$ cat src/rtl/sync_debouncer.sv
// rtl/sync_debouncer.sv - glitch filter with edge pulses, long-hold pulse and glitch counter
//
// Sits right after the input synchronizer. A level change is accepted only
// after DEBOUNCE_CYCLES consecutive identical samples; a shorter excursion
// is dropped and counted in glitch_cnt.

module sync_debouncer #(
  parameter int DEBOUNCE_CYCLES = 16,
  parameter int HOLD_CYCLES     = 1000,
  parameter bit INIT_LEVEL      = 1'b0
) (
  input  logic       clk,
  input  logic       rst_n,
  input  logic       sync_in,
  input  logic       enable,
  input  logic       clr_glitch,
  output logic       level_out,
  output logic       rise_pulse,
  output logic       fall_pulse,
  output logic       long_hold,
  output logic       pending,
  output logic [7:0] glitch_cnt
);

  // Counter widths; guarded so an illegal parameter still elaborates far
  // enough to reach the fatal check below.
  localparam int DW = (DEBOUNCE_CYCLES >= 1) ? $clog2(DEBOUNCE_CYCLES + 1) : 1;
  localparam int HW = (HOLD_CYCLES >= 1) ? $clog2(HOLD_CYCLES + 1) : 1;

  // Count value held in a PEND state just before the accepting sample.
  localparam logic [DW-1:0] DB_LAST  = DW'(DEBOUNCE_CYCLES - 1);
  localparam logic [HW-1:0] HOLD_MAX = HW'(HOLD_CYCLES);

  if (DEBOUNCE_CYCLES < 1) begin : g_bad_debounce
    $fatal(1, "sync_debouncer: DEBOUNCE_CYCLES must be >= 1");
  end
  if (HOLD_CYCLES < 1) begin : g_bad_hold
    $fatal(1, "sync_debouncer: HOLD_CYCLES must be >= 1");
  end

  typedef enum logic [1:0] {
    STABLE_LO = 2'd0,
    PEND_HI   = 2'd1,
    STABLE_HI = 2'd2,
    PEND_LO   = 2'd3
  } state_e;

  localparam state_e RESET_STATE = INIT_LEVEL ? STABLE_HI : STABLE_LO;

  state_e          state_q, state_d;
  logic [DW-1:0]   db_cnt_q, db_cnt_d;
  logic            level_q, level_d;
  logic            rise_q, rise_d;
  logic            fall_q, fall_d;
  logic [HW-1:0]   hold_cnt_q, hold_cnt_d;
  logic            hold_armed_q, hold_armed_d;
  logic            long_hold_q, long_hold_d;
  logic [7:0]      glitch_q, glitch_d;

  logic            accept_rise;
  logic            accept_fall;
  logic            reject;

  // Qualification FSM: decides acceptance, rejection and the next state.
  always_comb begin
    state_d     = state_q;
    db_cnt_d    = db_cnt_q;
    level_d     = level_q;
    rise_d      = 1'b0;
    fall_d      = 1'b0;
    accept_rise = 1'b0;
    accept_fall = 1'b0;
    reject      = 1'b0;

    if (!enable) begin
      // Frozen: abandon any candidate silently and restart from zero later.
      db_cnt_d = '0;
      if (state_q == PEND_HI) state_d = STABLE_LO;
      if (state_q == PEND_LO) state_d = STABLE_HI;
    end else begin
      case (state_q)
        STABLE_LO: begin
          if (sync_in) begin
            if (DEBOUNCE_CYCLES == 1) begin
              accept_rise = 1'b1;
            end else begin
              state_d  = PEND_HI;
              db_cnt_d = DW'(1);
            end
          end
        end
        PEND_HI: begin
          if (sync_in) begin
            if (db_cnt_q == DB_LAST) accept_rise = 1'b1;
            else                     db_cnt_d    = db_cnt_q + DW'(1);
          end else begin
            state_d  = STABLE_LO;
            db_cnt_d = '0;
            reject   = 1'b1;
          end
        end
        STABLE_HI: begin
          if (!sync_in) begin
            if (DEBOUNCE_CYCLES == 1) begin
              accept_fall = 1'b1;
            end else begin
              state_d  = PEND_LO;
              db_cnt_d = DW'(1);
            end
          end
        end
        PEND_LO: begin
          if (!sync_in) begin
            if (db_cnt_q == DB_LAST) accept_fall = 1'b1;
            else                     db_cnt_d    = db_cnt_q + DW'(1);
          end else begin
            state_d  = STABLE_HI;
            db_cnt_d = '0;
            reject   = 1'b1;
          end
        end
        default: begin
          state_d  = RESET_STATE;
          db_cnt_d = '0;
        end
      endcase
    end

    if (accept_rise) begin
      state_d  = STABLE_HI;
      db_cnt_d = '0;
      level_d  = 1'b1;
      rise_d   = 1'b1;
    end
    if (accept_fall) begin
      state_d  = STABLE_LO;
      db_cnt_d = '0;
      level_d  = 1'b0;
      fall_d   = 1'b1;
    end
  end

  // Long-hold timing: armed by an accepted rise, counts high cycles, fires once.
  always_comb begin
    hold_cnt_d   = hold_cnt_q;
    hold_armed_d = hold_armed_q;
    long_hold_d  = 1'b0;

    if (accept_rise) begin
      hold_cnt_d   = '0;
      hold_armed_d = 1'b1;
    end else if (accept_fall) begin
      // The press ended; a late count on this edge must not fire long_hold.
      hold_armed_d = 1'b0;
    end else if (enable && level_q && hold_armed_q && (hold_cnt_q != HOLD_MAX)) begin
      hold_cnt_d  = hold_cnt_q + HW'(1);
      long_hold_d = (hold_cnt_d == HOLD_MAX);
    end
  end

  // Glitch counter: saturating increment on rejection, clear has priority.
  always_comb begin
    glitch_d = glitch_q;
    if (clr_glitch) begin
      glitch_d = 8'd0;
    end else if (reject && (glitch_q != 8'hFF)) begin
      glitch_d = glitch_q + 8'd1;
    end
  end

  // FSM state and debounce counter registers.
  always_ff @(posedge clk or negedge rst_n) begin
    if (!rst_n) begin
      state_q  <= RESET_STATE;
      db_cnt_q <= '0;
    end else begin
      state_q  <= state_d;
      db_cnt_q <= db_cnt_d;
    end
  end

  // Registered level and edge pulses.
  always_ff @(posedge clk or negedge rst_n) begin
    if (!rst_n) begin
      level_q <= INIT_LEVEL;
      rise_q  <= 1'b0;
      fall_q  <= 1'b0;
    end else begin
      level_q <= level_d;
      rise_q  <= rise_d;
      fall_q  <= fall_d;
    end
  end

  // Hold counter, arm flag and long-hold pulse registers.
  always_ff @(posedge clk or negedge rst_n) begin
    if (!rst_n) begin
      hold_cnt_q   <= '0;
      hold_armed_q <= 1'b0;
      long_hold_q  <= 1'b0;
    end else begin
      hold_cnt_q   <= hold_cnt_d;
      hold_armed_q <= hold_armed_d;
      long_hold_q  <= long_hold_d;
    end
  end

  // Diagnostic glitch counter register.
  always_ff @(posedge clk or negedge rst_n) begin
    if (!rst_n) begin
      glitch_q <= 8'd0;
    end else begin
      glitch_q <= glitch_d;
    end
  end

  assign level_out  = level_q;
  assign rise_pulse = rise_q;
  assign fall_pulse = fall_q;
  assign long_hold  = long_hold_q;
  assign pending    = (state_q == PEND_HI) || (state_q == PEND_LO);
  assign glitch_cnt = glitch_q;

endmodule

$ cat config.mk
export PLATFORM = sky130hd
export DESIGN_NAME = sync_debouncer
export DESIGN_NICKNAME = d
export VERILOG_FILES = /design/src/rtl/sync_debouncer.sv
export SDC_FILE = /design/constraint.sdc
export NUM_CORES = 1
export LEC_CHECK = 0
export ABC_AREA = 1
export CORE_AREA = 2 2 58 65
export DETAILED_ROUTE_END_ITERATION = 7
export DIE_AREA = 0 0 60 67
export MAX_ROUTING_LAYER = met4
export PLACE_DENSITY_LB_ADDON = 0.2
export SYNTH_ARGS = -nofsm -noshare
export SYNTH_HDL_FRONTEND = slang
export SYNTH_SLANG_ARGS = --single-unit
$ cat constraint.sdc
create_clock -name clk -period 2.3 [get_ports clk]
set_clock_uncertainty 0.15 [all_clocks]
set_input_delay 0.69 -clock clk [delete_from_list [all_inputs] [get_ports clk]]
set_output_delay 0.69 -clock clk [all_outputs]
set_load 0.005 [all_outputs]
==> reports/qor.txt <==
R2R cell count = 8
DRT antenna net count = 0
Hold_sp = hold_armed_q
TritonCTS clock tree = yes
Final Hold Vio Count = 0
Number of remaining DRC errors = 0
Chip Width = 60 um
Worst hold slack = 352 ps
P_leak = 1.11 nW
Post-synth cell types = 29
Cells along the critical path = clkdlybuf4s50_1
Die area = 4020 sq um
Share of cells above drive strength 1 = 0.141
Hold depth = 2
Initial antenna violation count = 0
Synth Register Bits = 30
Crit-path leading delay family = buffers and inverters
Clock sink count = 30
Commonest non-fill, non-tap cell in the layout = nand2_1
CP required = 1460 ps
# Post-CTS Setup Buffers = 0
H-Tree Depth = 2
Routed len/inst = 11.2 um
All-Layer GR Usage = 0.222
Hold Path End = hold_armed_q
Final period demand of the worst path = 2180 ps
Startpoint Class = flip-flop
Power Dens Cells = 464 nW/um^2
Slew Limit Fails = 0
Root buf cell = clkbuf_4
CP max stage delay = 540 ps
Via Count = 1583
Worst r2r src = glitch_cnt[0]
Hold-fix buffers, CTS = 0
Pre-antenna DRT Iters = 4
First-pass GRT wire length = 6460 um
Fillers = 275
Mapped Nets = 240
Worst IR Drop VDD = 0.000260 V
Core area = 3330 sq um
Grt total ovfl = 0
Slew headroom = 0.745
Netlist Area Pre-Place = 1750 sq um
Post-DP HPWL = 2620 um
Vias in the first global route = 1542
Maximum clock rate = 0.458 GHz
Worst skew pair latency = 330 ps
Final Power = 0.977 mW
Slew @ Worst Pin = 383 ps
Most frequent cells in the layout = 59 x nand2_1, 31 x inv_1, 30 x dfrtp_1
Status = finished clean
Routed WL = 3490 um
Crit-path max FO = 8
Port Buffers = 17
Worst reg2reg endpoint = glitch_cnt[7]
Post-cts sizing count = 0
Sequential share of the synthesized area = 0.430
Max-cap violations = 0
# diodes = 0
Inst Count DP = 305
Gate Count Post-Synth = 230
Layout Cells excl Fill = 311
1st-iter DRT viols = 71
Setup CP Type = flip-flop to primary output
Yosys Warn Count = 0
Critical path buffer and inverter count = 1
Vias per cell = 5.09
Slowest library cell on the worst path = clkdlybuf4s50_1
Worst hold path type = flip-flop to flip-flop
Final setup TNS = 0 ps
Clk buf depth = 2
Synth-to-Final Area Change = 20.6%
Row count = 22
R2r setup slk = 450 ps
Io pins = 18
Largest net degree at the start of global routing = 31
Final setup vio count = 0
Clk pin slew, worst setup/hold paths = 90 ps
Mean Syn Cell Area = 7.59 sq um
Final instance area = 2100 sq um
DIE HEIGHT = 67 um
Final nets = 274
CTS Buf Count = 5
RSZ-0062 raised after global routing = no
Starting Density = 0.524
RD Place Congestion = 0.891
WP data arrival = 1340 ps
Fin crit share = 0.950
Total placed instance area = 2050 sq um
Crit. End Element = primary output
==> cells by family (layout without fill, tap and decap cells) <==
group / Yosys count / after routing / share of synthesized area
flip-flops: 30 / 30 / 0.430
adder cells (fa/ha/maj): 5 / 5 / 0.0358
AO/OA/AOI/OAI: 30 / 30 / 0.101
XOR/XNOR: 2 / 2 / 0.0100
AND/OR/NAND/NOR: 128 / 128 / 0.343
buffers and inverters: 35 / 68 / 0.0803
==> cells in the mapped netlist, drive strengths merged <==
| master | instances | area [sq um] |
|---|---|---|
| o22ai | 4 | 25.0 |
| and2 | 1 | 6.26 |
| a31o | 1 | 8.76 |
| a21oi | 3 | 15.0 |
| a21boi | 1 | 7.51 |
| or2 | 2 | 12.5 |
| nand3b | 4 | 33.8 |
| nor3 | 3 | 15.0 |
| nand4 | 5 | 31.3 |
| nand3 | 22 | 115 |
| o21ai | 21 | 120 |
| xor2 | 2 | 17.5 |
| nor2 | 28 | 135 |
| nand2 | 61 | 234 |
| nor3b | 2 | 15.0 |
| buf | 1 | 11.3 |
| clkbuf | 2 | 8.75 |
| dfrtp | 30 | 751 |
| inv | 32 | 120 |
| ha | 5 | 62.6 |
==> final cells by class <==
class | instances | area [sq um] | area share
multi-input combinational | 165 | 855 | 0.406
sequential | 30 | 751 | 0.357
timing repair buffer | 30 | 268 | 0.127
inverter | 32 | 120 | 0.0571
tap | 48 | 60.1 | 0.0285
clock buffer | 6 | 51.3 | 0.0244
==> sequential cells by signal (all words and copies together) (netlist names) <==
signal and cells:
db_cnt_q 5, fall_pulse 1, glitch_cnt 8, hold_armed_q 1, hold_cnt_q 10, level_out 1, long_hold 1, rise_pulse 1
state_q 2
==> how the worst max path moves through the flow <==
stage	to	start	slack [ps]	cells after the start
finish	glitch_cnt[2]	glitch_cnt[2]	120	1
global route	glitch_cnt[2]	glitch_cnt[2]	60	1
CTS	glitch_cnt[0]	glitch_cnt[0]	110	1
detailed placement	db_cnt_q[2]	sync_in	-60	8
global placement	long_hold	sync_in	-20	9
floorplan	glitch_cnt[2]	sync_in	480	10
==> per-stage QoR <==
| step | utilization | setup WS [ps] |
|---|---|---|
| CTS | 0.632 | 109 |
| global placement | 0.616 | -24.7 |
| floorplan | - | 480 |
| detailed placement | 0.616 | -62.2 |
| finish | 0.632 | 116 |
| global route | 0.632 | 57.6 |
==> power by group <==
group	switching (mW)	internal, mW	leakage (nW)
logic	0.0618	0.0512	0.712
registers	0.0153	0.538	0.364
clock network	0.173	0.137	0.0302
total	0.250	0.727	1.11
==> layer usage <==
layer / wire length (um) / up-vias / global-route usage / part of all wire
li1: - / 811 / - / -
met1: 1670 / 735 / 0.276 / 0.48
met2: 1620 / 32 / 0.333 / 0.46
met3: 128 / 5 / 0.0505 / 0.037
met4: 70 / 0 / 0.119 / 0.020
met5: 0 / - / - / 0
==> worst min-delay path, cell delays in order, from the launching register on <==
cell and delay [ps]:
dfrtp_1 360, nand2_1 50, nand2_1 60
(Power assumes the default switching activity.)
